--- src/rtl/bird_physics.sv ---
// Vertical-motion engine for the Flappy Bird bird: timed rise after each flap,
// gravity otherwise, with ceiling, floor and pipe-collision detection.
module bird_physics #(
    parameter int unsigned ROWS      = 16,
    parameter int unsigned TICK_DIV  = 4,
    parameter int unsigned FLAP_RISE = 3,
    parameter int unsigned START_ROW = 8
) (
    input  logic                    clk,
    input  logic                    reset,
    input  logic                    flap,
    input  logic                    collide,
    output logic [$clog2(ROWS)-1:0] bird_row,
    output logic                    playing,
    output logic                    game_over,
    output logic                    tick
);

    localparam int unsigned ROW_W  = $clog2(ROWS);
    localparam int unsigned TCNT_W = $clog2(TICK_DIV);
    localparam int unsigned RISE_W = $clog2(FLAP_RISE + 1);

    localparam logic [ROW_W-1:0]  ROW_START = ROW_W'(START_ROW);
    localparam logic [ROW_W-1:0]  ROW_LAST  = ROW_W'(ROWS - 1);
    localparam logic [TCNT_W-1:0] TCNT_LAST = TCNT_W'(TICK_DIV - 1);
    localparam logic [RISE_W-1:0] RISE_MAX  = RISE_W'(FLAP_RISE);

    typedef enum logic [1:0] {
        IDLE = 2'd0,
        FLY  = 2'd1,
        DEAD = 2'd2
    } state_t;

    state_t              r_state;
    logic [ROW_W-1:0]    r_row;
    logic [TCNT_W-1:0]   r_tcnt;
    logic [RISE_W-1:0]   r_rise;

    logic                w_tick;
    logic [RISE_W-1:0]   w_rise_eff;

    assign w_tick     = (r_state == FLY) && (r_tcnt == TCNT_LAST);
    // A flap landing on the tick cycle takes effect on that very step.
    assign w_rise_eff = flap ? RISE_MAX : r_rise;

    always_ff @(posedge clk) begin
        if (reset) begin
            r_state <= IDLE;
            r_row   <= ROW_START;
            r_tcnt  <= '0;
            r_rise  <= '0;
        end else begin
            case (r_state)
                IDLE: begin
                    r_row <= ROW_START;
                    if (flap) begin
                        r_state <= FLY;
                        r_rise  <= RISE_MAX;
                        r_tcnt  <= '0;
                    end
                end
                FLY: begin
                    if (collide) begin
                        r_state <= DEAD;
                    end else begin
                        r_tcnt <= w_tick ? '0 : r_tcnt + TCNT_W'(1);
                        // Bounds are tested before the update so the row never wraps.
                        if (w_tick) begin
                            if (w_rise_eff != '0) begin
                                if (r_row == '0) begin
                                    r_state <= DEAD;
                                end else begin
                                    r_row  <= r_row - ROW_W'(1);
                                    r_rise <= w_rise_eff - RISE_W'(1);
                                end
                            end else if (r_row == ROW_LAST) begin
                                r_state <= DEAD;
                            end else begin
                                r_row <= r_row + ROW_W'(1);
                            end
                        end else if (flap) begin
                            r_rise <= RISE_MAX;
                        end
                    end
                end
                DEAD: begin
                    r_state <= DEAD;
                end
                default: begin
                    r_state <= IDLE;
                end
            endcase
        end
    end

    assign bird_row  = r_row;
    assign playing   = (r_state == FLY);
    assign game_over = (r_state == DEAD);
    assign tick      = w_tick;

endmodule

--- config.mk ---
export PLATFORM = sky130hd
export DESIGN_NAME = bird_physics
export DESIGN_NICKNAME = d
export VERILOG_FILES = /design/src/rtl/bird_physics.sv
export SDC_FILE = /design/constraint.sdc
export NUM_CORES = 1
export LEC_CHECK = 0
export CORE_UTILIZATION = 52
export CTS_CLUSTER_SIZE = 10
export DETAILED_ROUTE_END_ITERATION = 7
export MAX_ROUTING_LAYER = met4
export PLACE_DENSITY = 0.85
export SYNTH_ARGS = -nofsm -noshare
export SYNTH_HDL_FRONTEND = slang
export SYNTH_SLANG_ARGS = --single-unit
--- constraint.sdc ---
create_clock -name clk -period 2.5 [get_ports clk]
set_clock_uncertainty 0.15 [all_clocks]
set_input_delay 0.5 -clock clk [delete_from_list [all_inputs] [get_ports clk]]
set_output_delay 0.5 -clock clk [all_outputs]
set_load 0.02 [all_outputs]
==> results.md <==
- Drt drc: 0
- Via/cell ratio: 5.564
- Worst-case vdd ir drop: 0.5432 mV
- Cts repair resizes: 0
- Worst slew pin tran: 0.4660 ns
- Startpoint type of the worst setup path: input pin
- Reg area: 200.2 um2
- Crit-path max cell delay: 0.45 ns
- Synthesized cell area: 767.0 um2
- Relative contribution of combinational cells to total power: 53.5%
- Tcrit/Tclk final: a little over nine tenths
- Synth Area per Inst: 9.131 um2
- Critical path, cell by cell: clkdlybuf4s50_1 -> nor2_1 -> ha_1 -> inv_1 -> ha_1 -> a311oi_2 -> o221ai_2 -> a21oi_1 -> o21ai_1
- CTS tree: done
- Internal power of the cells: about 0.43 mW
- Cell types with the highest counts after synthesis: 10 x sky130_fd_sc_hd__dfxtp_1, 8 x sky130_fd_sc_hd__ha_1, 7 x sky130_fd_sc_hd__a21oi_1, 7 x sky130_fd_sc_hd__nand2b_1, 7 x sky130_fd_sc_hd__nor2_1
- Cell area after layout: between 900 and 1000 um2
- Hold Buf Count CTS: 0
- Final WL: 1524 um
- Gate count of the mapped netlist: 84
- Max cap viols: 0
- Met1 wire length: about 740 um
- Clock tree root buffer cell: sky130_fd_sc_hd__clkbuf_4
- Reg-to-reg critical path startpoint: r_rise[0]
- Hold/Removal Path Class: flip-flop to flip-flop
- Fin crit period: 2.351 ns
- Setup-violating endpoint count in the final report: 0
- Pre-Repair DR Iteration Count: 4
- HPWL Detailed: 1157 um
- Setup TNS: 0 ns
- Post-synth top area share: 26.10%
- Global-route wire length before repair: 2311 um
- Post-route non-filler standard cell count: 117
- Data arrival time of the critical path: 2.35 ns
- Post-layout net count: ~120
- Worst setup path startpoint: flap
- Top routing layer in use: met4
- Destination of the critical timing path: bird_row[3]
- Kind of end point of the critical path: flip-flop
- Overall overflow remaining after global route: 0
- Ys async rst share: 0%
- R2R Setup Slk: 0.50 ns
- Leak: 0.3797 nW
- Total GRT Usage: 22.07%
- Bufs on Longest Clock Path: 2
- Worst setup timing slack at the placement stage: -0.09096 ns
- Via count of the routed design: 651
- Worst Reg2Reg Path Length in Cells: 8
- Cell with the most instances after synthesis: sky130_fd_sc_hd__dfxtp_1
- Final Max Tran Viols: 0
- Buffers plus inverters on the worst setup path: 2
- FF+latch count, synth: 10
- Per-cell routed wire length: roughly 13 um
- Area of the die: around 1600 um2
- Final standard cell utilization of the core: 70.92%
- Power per cell area: 731.4 nW/um2
- Min setup slack post-route: 0.1490 ns
- Capturing point of the worst reg2reg path: bird_row[3]
- Kind of cell adding the most delay to the critical path: compound AO/OA/AOI/OAI gates
- Detailed-routed wire length on met2: 717 um
- Area of the multi-input gates: roughly 530 um2
- Number of buffers added for setup after CTS: 0
- Number of antenna diodes: 0
- Largest fanout on the critical path: 4
- Part of the total power dissipated in the clock network: between 10% and 20%
- Placer congestion estimate: 0.7766
- Unique cell type count in the Yosys netlist: 31
- Post-synthesis to final-layout area growth: 23.33%
- Clock latency on the worst-skew pair: about 0.26 ns
- Die outline height: 40.41 um
- Top area cells in the synthesized netlist: sky130_fd_sc_hd__dfxtp_1 26%, sky130_fd_sc_hd__ha_1 13%, sky130_fd_sc_hd__mux2i_1 7.8%, sky130_fd_sc_hd__nand2b_1 5.7%, sky130_fd_sc_hd__a21oi_1 4.6%
- CTS clk-pin slew, worst paths: 0.06 ns
- Status: completed
- Start point of the worst min-delay path: r_tcnt[1]
- Chip width: 40.41 um
- Crit Path Category: input pin to flip-flop
- Worst hold path stage count: 2
- Number of core rows: 13
- Synth warn: 0
- Sequential group share of total power: a little under a third
- Sequential fraction of the synthesis area: 26.10%
- Count of filler cells inserted in the layout: 115
- Met3 Wirelength: 52 um
- Largest net degree at the start of global routing: 13
- Required time of the critical path: 2.50 ns
- Violation count after the first detailed-route iteration: 14
- Number of failing hold endpoints at the final stage: 0
- Initial core utilization: 57.50%
- Placed insts: approximately 110
- Tightest slew margin relative to the limit: 68.68%
- Antenna violations before repair: 0
- Most numerous cell on the critical path: sky130_fd_sc_hd__ha_1
- Unrepaired setup endpoints after global routing: false
- Depth of the critical timing path with buffers and inverters included: 9
- Switching fraction of total power: 38.13%
- Via count of the first global-routing pass: 560
- Area after DPL: 923.4 um2
- Number of buffers added on ports: 10
- Fraction of final layout cells sized beyond drive strength 1: 18.63%
- Maximum level of the CTS H-tree: 1
- Synthesized net count: 96
- Most frequently used flop master after synthesis: sky130_fd_sc_hd__dfxtp_1
- Total clock buffers created by CTS: 3
- FMAX: 0.4254 GHz
- Number of enable flip-flop cells after synthesis: 0
- Number of ports placed on the die boundary: 11
- Crit path max-delay cell type: sky130_fd_sc_hd__clkdlybuf4s50_1
- Cell type with the largest total area after synthesis: sky130_fd_sc_hd__dfxtp_1
- Remaining antenna violation count after routing: 0
- NetSw: 0.2638 mW
- Core Box Area: 1334 um2
- # clock sinks: 10
how the worst min path moves through the flow:
stage                      to
global route        r_tcnt[1]
global placement    r_tcnt[1]
detailed placement  r_tcnt[1]
CTS                 r_tcnt[1]
floorplan           r_tcnt[1]
finish              r_tcnt[1]
worst register-to-register path, delay by kind of cell (launching register included):
kind | cells | cell delay, ns
DFF | 1 | 0.33
and+or+nand+nor | 1 | 0.17
adders and majority gates | 2 | 0.52
AOI/OAI and AO/OA | 4 | 0.67
buffers and inverters | 1 | 0.06
area by class of cell:
class | instances | share of cell area [%]
Sequential cell | 10 | 21.16
Clock buffer | 3 | 2.381
Tap cell | 15 | 1.984
Multi-Input combinational cell | 67 | 55.95
Inverter | 4 | 1.587
Timing Repair Buffer | 18 | 16.93
routing by layer:
layer	track usage (%)	vias up
met1	26.00	295
met5	-	-
met3	4.444	4
met2	35.71	14
met4	10.00	0
li1	-	338
kinds of logic after synthesis:
group / Yosys count / share of synthesized area (%)
AOI/OAI and AO/OA: 18 / 19.25
xor gates and xnor gates: 2 / 2.284
adders and majority gates: 8 / 13.05
buffers and inverters: 7 / 4.893
DFF: 10 / 26.10
muxes: 7 / 9.299
and+or+nand+nor: 32 / 25.12
through the flow:
step | power [mW] | hold WS (ns)
2_1_floorplan | 0.4800 | 0.2995
3_3_place_gp | 0.5731 | 0.3136
3_5_place_dp | 0.5861 | 0.3136
4_1_cts | 0.6949 | 0.3243
5_1_grt | 0.7429 | 0.3555
6_report | 0.6918 | 0.3276
flip-flops by register name (all words and copies together), names as in the netlist:
name / flops
bird_row: 4
r_tcnt: 2
r_state: 2
r_rise: 2
layout by cell type, fill, tap and decap left out, types with 3 or more instances in the layout:
cell                              instances
sky130_fd_sc_hd__buf_4                    8
sky130_fd_sc_hd__mux2i_1                  6
sky130_fd_sc_hd__nand3b_1                 3
sky130_fd_sc_hd__nor2_1                   7
sky130_fd_sc_hd__nor2b_1                  4
sky130_fd_sc_hd__clkdlybuf4s50_1         10
sky130_fd_sc_hd__clkbuf_4                 3
sky130_fd_sc_hd__dfxtp_1                 10
sky130_fd_sc_hd__ha_1                     8
sky130_fd_sc_hd__a21oi_1                  7
sky130_fd_sc_hd__inv_1                    4
sky130_fd_sc_hd__nand2b_1                 7
sky130_fd_sc_hd__nand2_1                  4
power groups by stage:
| stage | clock network [mW] | logic (mW) | registers, mW |
|---|---|---|---|
| final | 0.107 | 0.370 | 0.215 |
| after global placement | 0 | 0.358 | 0.215 |
| after floorplan | 0 | 0.269 | 0.211 |
| after detailed placement | 0 | 0.369 | 0.217 |
| after CTS | 0.109 | 0.371 | 0.214 |
| after global routing | 0.116 | 0.408 | 0.219 |
(Power assumes the default switching activity.)
